[config.mk]
export PLATFORM = sky130hd
export DESIGN_NAME = mutex_requester
export DESIGN_NICKNAME = d
export VERILOG_FILES = /design/src/rtl/mutex_requester.sv
export SDC_FILE = /design/constraint.sdc
export NUM_CORES = 1
export LEC_CHECK = 0
export CORE_ASPECT_RATIO = 1.25
export CORE_MARGIN = 5
export CORE_UTILIZATION = 54
export CTS_BUF_LIST = sky130_fd_sc_hd__clkbuf_4 sky130_fd_sc_hd__clkbuf_8
export DETAILED_ROUTE_END_ITERATION = 7
export GPL_ROUTABILITY_DRIVEN = 0
export PLACE_DENSITY = 0.84
export SYNTH_ARGS = -nofsm -noshare
export SYNTH_HDL_FRONTEND = slang
export SYNTH_SLANG_ARGS = --single-unit
export TNS_END_PERCENT = 50
[constraint.sdc]
create_clock -name clk -period 1.9 [get_ports clk]
set_input_delay 0.475 -clock clk [delete_from_list [all_inputs] [get_ports clk]]
set_output_delay 0.475 -clock clk [all_outputs]
set_load 0.05 [all_outputs]
[src/rtl/mutex_requester.sv]
// Client side of the single-cycle lock handshake: requests the shared resource,
// holds it for a fixed window, and retries with a linearly growing backoff on timeout.
module mutex_requester #(
    parameter int HOLD_CYCLES  = 4,
    parameter int TIMEOUT      = 8,
    parameter int MAX_RETRY    = 3,
    parameter int BACKOFF_BASE = 2
) (
    input  logic                           clk,
    input  logic                           rst_n,
    input  logic                           start,
    input  logic                           granted,
    output logic                           request,
    output logic                           busy,
    output logic                           in_critical,
    output logic                           done,
    output logic                           fail,
    output logic [$clog2(MAX_RETRY+1)-1:0] attempt,
    output logic                           err_spurious,
    output logic [1:0]                     dbg_state
);

    localparam int AW = $clog2(MAX_RETRY + 1);
    localparam int WW = (TIMEOUT > 1) ? $clog2(TIMEOUT) : 1;
    localparam int HW = (HOLD_CYCLES > 1) ? $clog2(HOLD_CYCLES) : 1;
    localparam int BW = $clog2(MAX_RETRY * BACKOFF_BASE + 1);

    localparam logic [WW-1:0] WAIT_LAST = WW'(TIMEOUT - 1);
    localparam logic [HW-1:0] HOLD_LAST = HW'(HOLD_CYCLES - 1);
    localparam logic [AW-1:0] ATT_LAST  = AW'(MAX_RETRY);

    // Handshake: request stays high for the whole REQ dwell; a granted pulse
    // sampled on a rising edge while in REQ transfers ownership on that edge.
    typedef enum logic [1:0] {
        S_IDLE    = 2'd0,
        S_REQ     = 2'd1,
        S_BACKOFF = 2'd2,
        S_HOLD    = 2'd3
    } state_t;

    state_t        state, state_n;
    logic [WW-1:0] wait_cnt, wait_n;
    logic [HW-1:0] hold_cnt, hold_n;
    logic [BW-1:0] backoff_cnt, backoff_n;
    logic [AW-1:0] attempt_n;
    logic [BW-1:0] backoff_load;

    // Full-width product so the largest backoff never wraps.
    assign backoff_load = BW'(attempt) * BW'(BACKOFF_BASE) - BW'(1);
    assign dbg_state    = state;

    always_comb begin
        state_n   = state;
        wait_n    = wait_cnt;
        hold_n    = hold_cnt;
        backoff_n = backoff_cnt;
        attempt_n = attempt;
        case (state)
            S_IDLE: begin
                // A start coinciding with the done/fail pulse belongs to the old job.
                if (start && !done && !fail) begin
                    state_n   = S_REQ;
                    attempt_n = AW'(1);
                    wait_n    = '0;
                end
            end
            S_REQ: begin
                if (granted) begin
                    state_n = S_HOLD;
                    hold_n  = '0;
                end else if (wait_cnt == WAIT_LAST) begin
                    if (attempt == ATT_LAST) begin
                        state_n = S_IDLE;
                    end else begin
                        state_n   = S_BACKOFF;
                        backoff_n = backoff_load;
                    end
                end else begin
                    wait_n = wait_cnt + WW'(1);
                end
            end
            S_BACKOFF: begin
                if (backoff_cnt == '0) begin
                    state_n   = S_REQ;
                    attempt_n = attempt + AW'(1);
                    wait_n    = '0;
                end else begin
                    backoff_n = backoff_cnt - BW'(1);
                end
            end
            S_HOLD: begin
                if (hold_cnt == HOLD_LAST) begin
                    state_n = S_IDLE;
                end else begin
                    hold_n = hold_cnt + HW'(1);
                end
            end
            default: state_n = S_IDLE;
        endcase
    end

    always_ff @(posedge clk or negedge rst_n) begin
        if (!rst_n) begin
            state        <= S_IDLE;
            wait_cnt     <= '0;
            hold_cnt     <= '0;
            backoff_cnt  <= '0;
            attempt      <= '0;
            request      <= 1'b0;
            busy         <= 1'b0;
            in_critical  <= 1'b0;
            done         <= 1'b0;
            fail         <= 1'b0;
            err_spurious <= 1'b0;
        end else begin
            state        <= state_n;
            wait_cnt     <= wait_n;
            hold_cnt     <= hold_n;
            backoff_cnt  <= backoff_n;
            attempt      <= attempt_n;
            request      <= (state_n == S_REQ);
            busy         <= (state_n != S_IDLE);
            in_critical  <= (state_n == S_HOLD);
            done         <= (state == S_HOLD) && (state_n == S_IDLE);
            fail         <= (state == S_REQ) && (state_n == S_IDLE);
            err_spurious <= err_spurious | (granted && (state != S_REQ));
        end
    end

endmodule

==> results of run 1 <==
==> synth_stat cells, types with 2 or more instances <==
cell type,number
a22o_1,4
clkbuf_1,3
dfrtp_1,18
ha_1,7
inv_1,5
mux2i_1,2
nand2_1,4
nand2b_1,3
nand3_1,2
nand3b_1,2
nor2_1,3
nor2b_1,3
nor3b_1,2
o211ai_1,2
o21ai_0,4
o221ai_1,2
or3b_1,2
or4b_1,2
==> final cells by class <==
class                   instances  area, µm²  share of cell area [%]
inverters                       5       18.8                    1.68
clock buffers                   3       22.5                    2.01
flip-flops and latches         18        450                    40.2
multi-input cells              58        438                    39.1
repair buffers                 18        168                    15.0
well taps                      18       22.5                    2.01
==> per-layer routing <==
layer	track usage, %	routed length, µm	part of all wire [%]	vias to the layer above
met1	20.9	805	45	342
met5	0	0	0	-
li1	-	-	-	340
met4	4.74	0	0	0
met2	24.3	932	52	10
met3	3.24	65	3.6	0
==> per-stage QoR <==
| stage | setup slack [ns] | cell area [µm²] | std cells | hold WS (ns) | TNS (ns) |
|---|---|---|---|---|---|
| final | 0.148 | 1120 | 120 | 0.470 | 0 |
| after floorplan | 0.233 | 923 | 85 | 0.179 | 0 |
| after global routing | 0.0365 | 1120 | 120 | 0.511 | 0 |
| after CTS | 0.145 | 1120 | 120 | 0.474 | 0 |
| after global placement | -0.0164 | 1100 | 117 | 0.445 | -0.0389 |
| after detailed placement | -0.0476 | 1100 | 117 | 0.450 | -0.192 |
==> worst max-delay path, cell delays in order, from the launching register on <==
cell and delay [ns]:
dfrtp_1 0.41, ha_1 0.23, ha_1 0.18, or4b_1 0.56
or2_0 0.23, o21ai_0 0.07
==> registers in the layout (all words and copies together), names as in the netlist <==
name / cells
request: 1
hold_cnt: 2
wait_cnt: 3
attempt: 2
in_critical: 1
done: 1
backoff_cnt: 3
err_spurious: 1
busy: 1
dbg_state: 2
fail: 1
==> cells by family after synthesis <==
group | share of synthesized area, %
compound gates | 14.4
fa+ha+maj | 9.48
buf+inv | 3.79
flops | 48.8
mux | 3.39
simple gates | 20.2
==> worst paths after layout <==
check / startpoint / end / slack [ns]
worst max-delay path: wait_cnt[0] / wait_cnt[0] / 0.15
worst min-delay path: err_spurious / err_spurious / 0.47
worst max register to register: wait_cnt[0] / wait_cnt[0] / 0.15
worst min register to register: err_spurious / err_spurious / 0.47
max in group asynchronous: rst_n / backoff_cnt[2] / 1.20
min in group asynchronous: rst_n / request / 0.51
==> power breakdown <==
part / switching [mW] / internal, mW / total, mW
Sequential: 0.150 / 0.538 / 0.688
Combinational: 0.636 / 0.485 / 1.12
Clock: 0.103 / 0.0735 / 0.177
==> results.cfg, run 1 <==
[clocking]
h-tree-depth = 1
cts_max_path_buffers = 2
ctsHoldBuffers = 0
cts.sinks = 18
cts-resized-gates = 0
cts_made_buffers = 3
cts_tree = yes
clock_latency_ns = 0.28
clk_pin_slew_ns = 0.09
cts-root-buf = clkbuf_4
post-cts-setup-buffer-count = 0

[routing]
first_pass_iters = 4
drt.antenna.violating_nets = 0
via_count = 692
first_iter_violations = 11
drt_wl_total_um = 1800
routedWlPerCell_um = 15.0
via_per_inst = 5.77
drc_errors = 0

[yosys]
synth_edf_count = 0
syn_nets = 96
netlist.area_leader.share_pct = 48.8
synth_ff_type = dfrtp_1
yosys.area.top_type = dfrtp_1
synth-seq-area-share_pct = 48.8
syn_area_um2 = 923
async_flop_share_pct = 100
synth.distinct_cells = 33
synth_area_leaders = dfrtp_1, ha_1, a22o_1
syn_area_per_cell_um2 = 10.9
yosys_register_bits = 18
yosys_warnings = 0
syn_inst = 85

[grt]
grt_pass1_vias = 707
grt.total_usage_pct = 15.5
grt-ovfl-total = 0
grt_pass1_wl_um = 3060
grt_start_max_net_pins = 19
antenna_found_initial = 0

[setup_path]
ff2ff_path_depth = 5
cp.required_ns = 2.11
start_kind = flip-flop
crit_path_end_kind = flip-flop
crit_type = reg2reg
critPathMaxFanout = 4
arrival_ns = 1.96

[cells_and_area]
nFillCells = 122
layout_common_cells = dfrtp_1, buf_4, ha_1, inv_1
diodes = 0
final_layout_size_suffix_gt1_share_pct = 21.6
fin_util_pct = 69.9
nets = 115
layout_commonest_cell = dfrtp_1
area_growth_pct = 21.3

[pwr]
power_leakage_nw = 0.546
power_mw = 1.99
cellPowerDensity_mw_per_mm2 = 1770
vdd_drop_max_uv = 1250

[flow_run]
max_cap_viol_count = 0

[timing]
skew_ns = 0.00132
setup_viol_count_final = 0
final_max_slew_viol_count = 0
worst_slew_pin_slew_ns = 0.338
hold_viol = 0
max_freq_ghz = 0.571
min_period_ns = 1.75
slew_headroom_pct = 77.4
rsz0062_at_grt = false
layout_worst_path_cycle_share_pct = 92.2

[floorplan]
start_util_pct = 57.7
ios = 14
core_mm2 = 0.00160
die_area_mm2 = 0.00264
rows = 16
fp.dieW_um = 47.0
die_h_um = 56.2

[place]
io_buffer_count = 13
dpl.hpwl_um = 1390

[min_path]
hold_class = reg2reg
worstHoldPathCells = 1

[status]
status = finished clean
Note: power is estimated with default switching activity, not from simulation.
==> run 2, diff against run 1 <==
- CORE_UTILIZATION: 54 -> 49
- PLACE_DENSITY: 0.84 -> 0.8
- clock period: 1.9 -> 1.6 ns (I/O delays scaled with it)
==> results.cfg, run 2 (synthesis results as in run 1) <==
[timing]
setup_viol_count_final = 1
rsz0062_at_grt = true
slew_headroom_pct = 79.5
worst_slew_pin_slew_ns = 0.307
min_period_ns = 1.62
skew_ns = 0.00459
hold_viol = 0
fin_hold_ws_ns = 0.427
layout_worst_path_cycle_share_pct = 102
final_max_slew_viol_count = 0
max_freq_ghz = 0.615
postLayoutSetupSlackWorst_ns = -0.0248

[routing]
drt_wl_total_um = 1940
via_count = 721
drc_errors = 0
highest_layer = met4
route.met3.wl_um = 81
drt.antenna.violating_nets = 0
first_iter_violations = 6
m1WireLength_um = 766
via_per_inst = 5.63
first_pass_iters = 4
wl_met2_um = 1030
routedWlPerCell_um = 15.1

[grt]
grt-ovfl-total = 0
grt_pass1_vias = 714
grt.total_usage_pct = 15.5
antenna_found_initial = 0
grt_pass1_wl_um = 3310
grt_start_max_net_pins = 19

[cells_and_area]
largestRegisters = backoff_cnt: 3 flops, wait_cnt: 3 flops
area_growth_pct = 47.2
final_layout_size_suffix_gt1_share_pct = 40.4
diodes = 0
nets = 121
layout_common_cells = dfrtp_1, buf_4, buf_12, inv_1
multi_input_area_um2 = 509
fin_util_pct = 76.1
nFillCells = 116
seq_area_um2 = 455
layout_commonest_cell = dfrtp_1

[place]
dpl.hpwl_um = 1350
io_buffer_count = 13

[clocking]
ctsHoldBuffers = 0
cts.sinks = 18
cts-root-buf = clkbuf_4
cts_tree = yes
cts_max_path_buffers = 2
h-tree-depth = 1
cts_made_buffers = 3
clock_latency_ns = 0.29
clk_pin_slew_ns = 0.10

[setup_path]
crit_type = reg2reg
reg2reg_slack_ns = -0.02
crit_path_end_kind = flip-flop
arrival_ns = 1.85
cp.required_ns = 1.82
critPathMaxFanout = 4
startpoint = wait_cnt[0]
r2r_start = wait_cnt[0]
start_kind = flip-flop

[status]
violations = setup timing
status = finished with violations

[floorplan]
fp.dieW_um = 48.8
rows = 17
die_h_um = 58.5
ios = 14
start_util_pct = 51.7
die_area_mm2 = 0.00286
core_mm2 = 0.00179

[pwr]
power_leakage_nw = 0.631
cellPowerDensity_mw_per_mm2 = 2110
vdd_drop_max_uv = 1200

[flow_run]
max_cap_viol_count = 0

[min_path]
hold_class = in2async
## run 2: cell count changes in the layout (fill, tap and decap cells not counted), moves of 2 or more
| cell | previous run | this run |
|---|---|---|
| dfrtp_1 | 18 | 14 |
| or3b_4 | 0 | 3 |
| ha_1 | 7 | 4 |
| buf_4 | 13 | 11 |
| or3b_1 | 2 | 0 |
| ha_4 | 0 | 2 |
| dfrtp_2 | 0 | 4 |
| buf_12 | 2 | 10 |
## run 2: metal layers
layer  vias to the layer above  global-route usage [%]
li1                        353                       -
met1                       351                    17.2
met2                        13                    25.6
met3                         4                    4.30
met4                         0                    10.8
met5                         -                       0
## run 2: stage by stage
stage / setup slack, ns / setup TNS (ns) / instance area [µm²] / power (mW) / cells
finish: -0.0248 / -0.0248 / 1360 / 2.87 / 128
floorplan: -0.0152 / -0.0161 / 931 / 1.71 / 85
global route: -0.102 / -0.212 / 1360 / 3.08 / 128
detailed placement: -0.306 / -2.46 / 1240 / 2.43 / 123
global placement: -0.262 / -2.27 / 1240 / 2.38 / 123
CTS: -0.0404 / -0.0587 / 1310 / 2.78 / 128
## run 2: area by class of cell
class	count	share of cell area (%)
Clock buffer	4	2.67
Inverter	5	1.38
Multi-Input combinational cell	58	37.5
Sequential cell	18	33.5
Tap cell	19	1.75
Timing Repair Buffer	24	23.2
## run 2: worst paths after layout
kind / to / depth (start not counted)
setup / recovery: wait_cnt[0] / 5
hold / removal: err_spurious / 2
setup reg to reg: wait_cnt[0] / 5
hold reg to reg: err_spurious / 1
max in group asynchronous: dbg_state[1] / 2
min in group clk: err_spurious / 2
## run 2: timing repair
item | CTS | global route
pin swaps | 3 | 2
setup buffers | 1 | 0
resized for setup | 7 | 10
endpoints found under the setup margin | 8 | 13
hold endpoints to repair | 0 | 0
## run 2: critical path, stage by stage, from the launching register on
cell and delay, ns:
dfrtp_1 0.42, ha_4 0.19, ha_4 0.15, or4b_4 0.51
or2_0 0.21, o21ai_1 0.08
## run 2: where the power goes
| part | internal [mW] | switching, mW | total [mW] | leakage [nW] |
|---|---|---|---|---|
| registers | 0.650 | 0.201 | 0.851 | 0.213 |
| clock network | 0.139 | 0.137 | 0.276 | 0.0210 |
| logic | 0.897 | 0.844 | 1.74 | 0.397 |
==> run 3, diff against run 2 <==
- CORE_ASPECT_RATIO: 1.25 -> 0.8
- CORE_MARGIN: 5 -> unset
- HOLD_SLACK_MARGIN: unset -> 0.03
==> results.cfg, run 3 (synthesis results as in run 1) <==
[routing]
drt.antenna.violating_nets = 0
first_pass_iters = 4
route.met3.wl_um = 140
wl_met2_um = 1100
highest_layer = met4
via_per_inst = 5.80
via_count = 772
routedWlPerCell_um = 17.6
m1WireLength_um = 1040
drt_wl_total_um = 2350
drc_errors = 0
first_iter_violations = 13

[cells_and_area]
nets = 123
nFillCells = 92
layout_common_cells = dfrtp_1, buf_4, buf_12, inv_1, a22o_1
fin_cells = 133
final_layout_size_suffix_gt1_share_pct = 40.5
diodes = 0
area_growth_pct = 48.8
largestRegisters = backoff_cnt: 3 flops, wait_cnt: 3 flops
fin_util_pct = 81.2
layout_commonest_cell = dfrtp_1

[clocking]
h-tree-depth = 1
cts_max_path_buffers = 2
clock_latency_ns = 0.30
cts-root-buf = clkbuf_4
cts.sinks = 18
clk_pin_slew_ns = 0.10
ctsHoldBuffers = 0
cts_tree = yes
cts_made_buffers = 3

[timing]
slew_headroom_pct = 78.5
setup_viol_count_final = 5
max_freq_ghz = 0.596
layout_worst_path_cycle_share_pct = 105
hold_viol = 0
rsz0062_at_grt = true
postLayoutSetupSlackWorst_ns = -0.0778
skew_ns = 0.0111
final_max_slew_viol_count = 0
worst_slew_pin_slew_ns = 0.322
min_period_ns = 1.68

[floorplan]
start_util_pct = 54.6
die_area_mm2 = 0.00206
die_h_um = 40.8
ios = 14
core_mm2 = 0.00169
fp.dieW_um = 50.5
rows = 13

[pwr]
vdd_drop_max_uv = 1570
cellPowerDensity_mw_per_mm2 = 2130
power_leakage_nw = 0.634

[grt]
grt_start_max_net_pins = 19
grt.total_usage_pct = 24.6
grt_pass1_wl_um = 3390
antenna_found_initial = 0
grt_pass1_vias = 734
grt-ovfl-total = 0

[min_path]
hold_class = in2async

[setup_path]
crit_type = reg2reg
arrival_ns = 1.87
critPathMaxFanout = 4
cp.required_ns = 1.80
start_kind = flip-flop
crit_path_end_kind = flip-flop

[place]
io_buffer_count = 13
place_ws_ns = -0.282
dp.cells = 127
dpl.hpwl_um = 1560

[status]
violations = setup timing
status = finished with violations

[flow_run]
max_cap_viol_count = 0
## run 3: changes by cell type in the layout (fill, tap and decap cells not counted), moves of 2 or more
cell / previous run / this run
dfrtp_2: 4 / 2
buf_4: 11 / 13
ha_1: 4 / 2
ha_2: 1 / 3
dfrtp_1: 14 / 16
## run 3: worst paths after layout
kind / from / to / slack, ns / depth (start not counted)
worst max-delay path: wait_cnt[1] / wait_cnt[1] / -0.08 / 5
worst min-delay path: rst_n / attempt[0] / 0.42 / 2
worst max register to register: wait_cnt[1] / wait_cnt[1] / -0.08 / 5
worst min register to register: err_spurious / err_spurious / 0.53 / 1
max in group asynchronous: rst_n / wait_cnt[2] / 0.98 / 2
min in group clk: err_spurious / err_spurious / 0.53 / 1
## run 3: per-layer routing
| metal | track usage, % | vias to the layer above |
|---|---|---|
| li1 | - | 356 |
| met1 | 30.7 | 371 |
| met2 | 42.3 | 32 |
| met3 | 7.41 | 13 |
| met4 | 7.64 | 0 |
| met5 | 0 | - |
## run 3: report_power, final
group | switching [mW] | total (mW) | internal [mW]
logic | 0.901 | 1.80 | 0.896
clock network | 0.137 | 0.276 | 0.139
registers | 0.213 | 0.858 | 0.644
total | 1.25 | 2.93 | 1.68
## run 3: worst max-delay path: stages, from the launching register on
cell	delay [ns]
dfrtp_1	0.44
ha_4	0.19
ha_4	0.16
or4b_4	0.52
mux2i_1	0.21
nor2_1	0.05
## run 3: final cells by class
| cell class | instances | area [µm²] | share of cell area [%] |
|---|---|---|---|
| Tap cell | 22 | 27.5 | 2.00 |
| Inverter | 5 | 18.8 | 1.37 |
| Sequential cell | 18 | 453 | 33.0 |
| Multi-Input combinational cell | 58 | 510 | 37.2 |
| Clock buffer | 4 | 36.3 | 2.64 |
| Timing Repair Buffer | 26 | 328 | 23.9 |
## run 3: metrics by stage
| step | setup TNS, ns | cell area [µm²] | hold slack, ns | power [mW] |
|---|---|---|---|---|
| floorplan | -0.0161 | 931 | 0.104 | 1.71 |
| global placement | -2.04 | 1250 | 0.504 | 2.36 |
| detailed placement | -2.51 | 1250 | 0.512 | 2.45 |
| CTS | -0.184 | 1310 | 0.427 | 2.76 |
| global route | -0.572 | 1370 | 0.448 | 3.10 |
| finish | -0.279 | 1370 | 0.416 | 2.93 |
## run 3: timing repair
| item | CTS | global route |
|---|---|---|
| pin swaps | 1 | 4 |
| endpoints found under the setup margin | 8 | 12 |
| setup buffers | 0 | 2 |
| resized for setup | 4 | 12 |
